==> src/rtl/invaders_game_ctrl.sv <==
// Game-state sequencer for the Space Invaders datapath: formation, ship, bullet, win/lose.
// Optional INVADERS_SPEEDUP_EN halves the formation period while 1..4 invaders remain.
module invaders_game_ctrl #(
  parameter int unsigned INVADER_PERIOD = 30,
  parameter int unsigned BULLET_PERIOD  = 4,
  parameter int unsigned SHIP_PERIOD    = 6,
  parameter int unsigned SHIP_ROW       = 13,
  parameter logic [19:0] INIT_ARRAY     = 20'h0FFF0
) (
  input  logic        i_clk,
  input  logic        i_reset,
  input  logic        i_frame_tick,
  input  logic        i_left,
  input  logic        i_right,
  input  logic        i_fire,
  output logic [19:0] o_invaders_array,
  output logic [3:0]  o_invaders_line,
  output logic [4:0]  o_ship_x,
  output logic [4:0]  o_bullet_x,
  output logic [3:0]  o_bullet_y,
  output logic        o_bullet_flying,
  output logic [1:0]  o_gameplay
);

  typedef enum logic [1:0] {
    PLAYING   = 2'b00,
    YOU_WIN   = 2'b01,
    GAME_OVER = 2'b10
  } gameplay_t;

  localparam logic [7:0] INV_LAST    = 8'(INVADER_PERIOD - 1);
  localparam logic [7:0] BUL_LAST    = 8'(BULLET_PERIOD - 1);
  localparam logic [7:0] SHIP_LAST   = 8'(SHIP_PERIOD - 1);
  localparam logic [3:0] SHIP_ROW_M1 = 4'(SHIP_ROW - 1);

  gameplay_t   state_q, state_d;
  logic [19:0] array_q, array_d;
  logic [3:0]  line_q, line_d;
  logic [4:0]  ship_q, ship_d;
  logic [4:0]  bx_q, bx_d;
  logic [3:0]  by_q, by_d;
  logic        fly_q, fly_d;
  logic        dir_q, dir_d;
  logic [7:0]  inv_cnt_q, inv_cnt_d;
  logic [7:0]  bul_cnt_q, bul_cnt_d;
  logic [7:0]  ship_cnt_q, ship_cnt_d;
  logic        fire_q;

  logic        fire_edge, hit, inv_step, bul_step, ship_step, lose;
  logic [19:0] hit_mask, arr_v;
  logic [7:0]  inv_limit;

`ifdef INVADERS_SPEEDUP_EN
  logic [4:0] pop;

  always_comb begin
    pop = '0;
    for (int i = 0; i < 20; i++) pop = pop + 5'(array_q[i]);
    inv_limit = INV_LAST;
    if (pop >= 5'd1 && pop <= 5'd4) inv_limit = 8'(INVADER_PERIOD / 2 - 1);
  end
`else
  assign inv_limit = INV_LAST;
`endif

  assign fire_edge = i_fire & ~fire_q;
  // Masked lookup keeps an out-of-range column from ever addressing past bit 19.
  assign hit_mask  = (bx_q < 5'd20) ? (20'd1 << bx_q) : '0;
  assign hit       = fly_q && (by_q == line_q) && (|(array_q & hit_mask));

  always_comb begin
    state_d    = state_q;
    array_d    = array_q;
    line_d     = line_q;
    ship_d     = ship_q;
    bx_d       = bx_q;
    by_d       = by_q;
    fly_d      = fly_q;
    dir_d      = dir_q;
    inv_cnt_d  = inv_cnt_q;
    bul_cnt_d  = bul_cnt_q;
    ship_cnt_d = ship_cnt_q;
    inv_step   = 1'b0;
    bul_step   = 1'b0;
    ship_step  = 1'b0;
    lose       = 1'b0;
    arr_v      = hit ? (array_q & ~hit_mask) : array_q;

    case (state_q)
      PLAYING: begin
        if (i_frame_tick) begin
          if (inv_cnt_q >= inv_limit) begin
            inv_cnt_d = '0;
            inv_step  = (inv_cnt_q == inv_limit);
          end else begin
            inv_cnt_d = inv_cnt_q + 8'd1;
          end
          if (bul_cnt_q >= BUL_LAST) begin
            bul_cnt_d = '0;
            bul_step  = 1'b1;
          end else begin
            bul_cnt_d = bul_cnt_q + 8'd1;
          end
          if (i_left || i_right) begin
            if (ship_cnt_q >= SHIP_LAST) begin
              ship_cnt_d = '0;
              ship_step  = 1'b1;
            end else begin
              ship_cnt_d = ship_cnt_q + 8'd1;
            end
          end
        end
        if (!i_left && !i_right) ship_cnt_d = '0;

        if (ship_step && i_left && !i_right && ship_q != 5'd0)   ship_d = ship_q - 5'd1;
        if (ship_step && i_right && !i_left && ship_q != 5'd19)  ship_d = ship_q + 5'd1;

        // The formation step operates on the array with any hit already removed.
        array_d = arr_v;
        if (inv_step) begin
          if ((!dir_q && !arr_v[19]) || (dir_q && !arr_v[0])) begin
            array_d = dir_q ? (arr_v >> 1) : (arr_v << 1);
          end else if (line_q == SHIP_ROW_M1) begin
            lose = 1'b1;
          end else begin
            line_d = line_q + 4'd1;
            dir_d  = ~dir_q;
          end
        end

        if (hit) begin
          fly_d = 1'b0;
        end else if (fly_q) begin
          if (bul_step) begin
            if (by_q == 4'd0) fly_d = 1'b0;
            else              by_d  = by_q - 4'd1;
          end
        end else if (fire_edge) begin
          bx_d      = ship_q;
          by_d      = SHIP_ROW_M1;
          fly_d     = 1'b1;
          bul_cnt_d = '0;
        end

        if (array_d == '0) state_d = YOU_WIN;
        else if (lose)     state_d = GAME_OVER;
      end
      default: begin
        if (fire_edge) begin
          state_d    = PLAYING;
          array_d    = INIT_ARRAY;
          line_d     = '0;
          ship_d     = 5'd10;
          bx_d       = '0;
          by_d       = '0;
          fly_d      = 1'b0;
          dir_d      = 1'b0;
          inv_cnt_d  = '0;
          bul_cnt_d  = '0;
          ship_cnt_d = '0;
        end
      end
    endcase
  end

  always_ff @(posedge i_clk or negedge i_reset) begin
    if (!i_reset) begin
      state_q    <= PLAYING;
      array_q    <= INIT_ARRAY;
      line_q     <= '0;
      ship_q     <= 5'd10;
      bx_q       <= '0;
      by_q       <= '0;
      fly_q      <= 1'b0;
      dir_q      <= 1'b0;
      inv_cnt_q  <= '0;
      bul_cnt_q  <= '0;
      ship_cnt_q <= '0;
      fire_q     <= 1'b0;
    end else begin
      state_q    <= state_d;
      array_q    <= array_d;
      line_q     <= line_d;
      ship_q     <= ship_d;
      bx_q       <= bx_d;
      by_q       <= by_d;
      fly_q      <= fly_d;
      dir_q      <= dir_d;
      inv_cnt_q  <= inv_cnt_d;
      bul_cnt_q  <= bul_cnt_d;
      ship_cnt_q <= ship_cnt_d;
      fire_q     <= i_fire;
    end
  end

  assign o_invaders_array = array_q;
  assign o_invaders_line  = line_q;
  assign o_ship_x         = ship_q;
  assign o_bullet_x       = bx_q;
  assign o_bullet_y       = by_q;
  assign o_bullet_flying  = fly_q;
  assign o_gameplay       = state_q;

endmodule
==> config.mk <==
export PLATFORM = sky130hd
export DESIGN_NAME = invaders_game_ctrl
export DESIGN_NICKNAME = d
export VERILOG_FILES = /design/src/rtl/invaders_game_ctrl.sv
export SDC_FILE = /design/constraint.sdc
export NUM_CORES = 1
export LEC_CHECK = 0
export ABC_AREA = 1
export CAP_MARGIN = 20
export CORE_MARGIN = 3
export CORE_UTILIZATION = 40
export DETAILED_ROUTE_END_ITERATION = 16
export HOLD_SLACK_MARGIN = 0.03
export PLACE_DENSITY = 0.56
export REMOVE_ABC_BUFFERS = 1
export SYNTH_ARGS = -nofsm -noshare
export SYNTH_HDL_FRONTEND = slang
export SYNTH_SLANG_ARGS = --single-unit
==> constraint.sdc <==
create_clock -name i_clk -period 5.6 [get_ports i_clk]
set_input_delay 0.84 -clock i_clk [delete_from_list [all_inputs] [get_ports i_clk]]
set_output_delay 0.84 -clock i_clk [all_outputs]
set_load 0.01 [all_outputs]
==> impl_metrics.ini <==
[grt]
grt_antenna_before_repair = 0
grt_use_met2 = 0.323
grt_use_total = 0.213
gr-total-overflow = 0
grt_start_max_net_pins = 68
grt_first_pass_wirelength_um = 21700
grtUsageMet3 = 0.0390
grt_pass1_vias = 4274
grtUsageMet1 = 0.295
top_usage_layer = met2

[critical_path]
crit_path_end_kind = flip-flop
cp_data_required_time_ns = 5.83
slowest_stage = dfrtp_1
start_kind = flip-flop
cp_slowest_stage_delay_ns = 0.52
crit_fanout = 21
worstPathArrival_ns = 3.73
critPathKind = flip-flop to flip-flop
worstPathCellList = inv_1 > nand3_1 > nor2_1 > nand2_1 > nand2_1 > nor2_1 > nand2_1 > inv_2 > nand2_4 > nand3_2 > nand2_1 > nand2_1 > nand2_4 > nand2_2 > inv_2 > nor2_1 > nor2_1 > nand2_1 > nor2_1 > nand3_1 > nand3_1 > nand2_1 > nand2_1 > nand2_1
cp_common_cell = nand2_1

[routing]
vias = 4475
ant_nets = 0
drtIter0Drc = 274
vias_per_cell = 5.33
drt_pre_antenna_iters = 7
drc = 0
avgRoutedWirePerCell_um = 15.2
routed_wl_um = 12800

[synthesis]
yosys.area_share.adder = 0.0397
synthXorXnorAreaFrac = 0.0191
synthCells = 656
synth.avg_cell_area_um2 = 7.01
synthTopCellsByArea = dfrtp_1 29%, nand2_1 12%, nand3_1 11%
synth-seq-area-share = 0.369
synth_area_um2 = 4600
synth_edf_count = 0
synthSimpleGateAreaFrac = 0.372
synth-compound-area-share = 0.101
netlist.top_cell.by_area = dfrtp_1
synth_warnings = 0
synth_largest_type_area_fraction = 0.289
ys_types = 44
ys_ff_latch = 67
postSynth.asyncResetShare = 1.00
ys.flop_type = dfrtp_1
muxShareOfSynthArea = 0
synth_top_family_by_area = simple AND/OR/NAND/NOR gates

[clock_network]
ctsResizeCount = 0
cts_tree = done
clkTransAtPathRegs_ns = 0.06
insertion_delay_ns = 0.35
cts_root_buffer = clkbuf_16
htree_levels = 3
numCtsBuffers = 9
cts_hold_buf = 0
clockBufferDepth = 2
postCtsSetupRepairBufs = 0
numClockSinks = 67

[floorplanning]
core_um2 = 11000
ios = 47
rows = 38
initial_core_util = 0.417
die_y_um = 113
die_w_um = 113
die-area_um2 = 12800

[power]
total_power_uw = 2110
max-vdd-ir-drop_v = 0.000232
p_leak_uw = 0.00268
power_density_nw_per_um2 = 387

[placement]
dp_hpwl_um = 9140
portBuffers = 46
place.gp.congestion = 0.887

[timing]
post-route-period-util = 0.624
max_freq_mhz = 286
setup_viol = 0
tightest_slew_ns = 0.905
tns_ns = 0
period_needed_ns = 3.50
slew_headroom = 0.396
report.final.slew_viol_count = 0
rsz0062_at_grt = no
finalClockSkew_ns = 0.00732
hold_viol = 0

[job]
cap_viol_max_count = 0

[final_layout]
drive_gt1_frac = 0.0843
regArea_um2 = 1690
fin_nets = 716
fill_cells = 1148
mostFrequentLayoutCells = 146 x nand2_1, 103 x nand3_1, 85 x inv_1
antenna_cells = 0
area_growth_pct = 18.4
multi_input_area_um2 = 2450
final_common_cell = nand2_1

[outcome]
status = finished clean

[min_path]
min_path_type = flip-flop to flip-flop
-- metal layers --
| metal | part of all wire | wire [µm] | up-vias |
|---|---|---|---|
| met5 | 0 | 0 | - |
| met4 | 0.023 | 297 | 0 |
| met3 | 0.051 | 651 | 23 |
| met1 | 0.48 | 6190 | 2088 |
| li1 | - | - | 2245 |
| met2 | 0.44 | 5670 | 119 |
-- worst paths after layout --
check,start,end,slack (ns),cells past startpoint
hold / removal,ship_cnt_q[4]$_DFFE_PN0P_,ship_cnt_q[4]$_DFFE_PN0P_,0.49,2
hold reg to reg,ship_cnt_q[4]$_DFFE_PN0P_,ship_cnt_q[4]$_DFFE_PN0P_,0.49,2
setup / recovery,o_bullet_x[2]$_DFFE_PN0P_,o_gameplay[0]$_DFFE_PN0P_,2.10,24
min in group asynchronous,i_reset,o_ship_x[0]$_DFFE_PN0P_,0.67,2
setup reg to reg,o_bullet_x[2]$_DFFE_PN0P_,o_gameplay[0]$_DFFE_PN0P_,2.10,24
max in group asynchronous,i_reset,o_gameplay[1]$_DFFE_PN0P_,4.33,2
-- cell families after synthesis --
kind of cell             after synthesis
AO/OA/AOI/OAI                         80
AND/OR/NAND/NOR                      372
flip-flops                            67
buffers and inverters                113
adder cells (fa/ha/maj)               14
XOR/XNOR                              10
-- layout make-up --
cell class / count / area share
multi-input cells: 476 / 0.450
flip-flops and latches: 67 / 0.311
repair buffers: 49 / 0.0879
inverters: 93 / 0.0642
clock buffers: 11 / 0.0446
well taps: 140 / 0.0322
clock inverters: 4 / 0.00943
-- critical path, delay by kind of cell, from the launching register on --
family        cells  cell delay, ns
flops             1            0.52
buf+inv           3            0.41
simple gates     21            2.43
-- power by group --
group	internal, µW	switching (µW)	total [µW]
Sequential	590	154	743
Clock	354	216	570
Combinational	313	481	794
-- stage by stage --
stage	util	hold WS (ns)	instances	setup WS [ns]	cell area [µm²]
finish	0.493	0.493	840	2.10	5440
global route	0.493	0.512	840	1.69	5440
CTS	0.493	0.496	840	2.16	5440
detailed placement	0.466	0.483	825	1.86	5140
global placement	0.466	0.478	825	1.88	5140
floorplan	-	0.447	636	2.55	4490
-- synth_stat cells, drive strengths merged (2+ instances only) --
cell type / count
o22ai: 22
nor2: 83
o31ai: 2
xor2: 6
nor4: 4
dfstp: 14
nand3b: 2
a21oi: 15
nand4: 12
inv: 91
ha: 13
nor3: 4
nand2: 150
xnor2: 4
clkbuf: 8
and2: 5
dfrtp: 53
nand3: 109
o21ai: 30
clkinv: 2
buf: 12
o211ai: 6
-- flip-flops by register name, summed over array words and instances (netlist names) --
| register | count |
|---|---|
| fire_q | 1 |
| ship_cnt_q | 8 |
| o_bullet_flying | 1 |
| o_bullet_y | 4 |
| dir_q | 1 |
| o_ship_x | 5 |
| o_invaders_line | 4 |
| bul_cnt_q | 8 |
| inv_cnt_q | 8 |
| o_bullet_x | 5 |
| o_gameplay | 2 |
| o_invaders_array | 20 |
No activity file was read; power rests on OpenSTA's default activity.
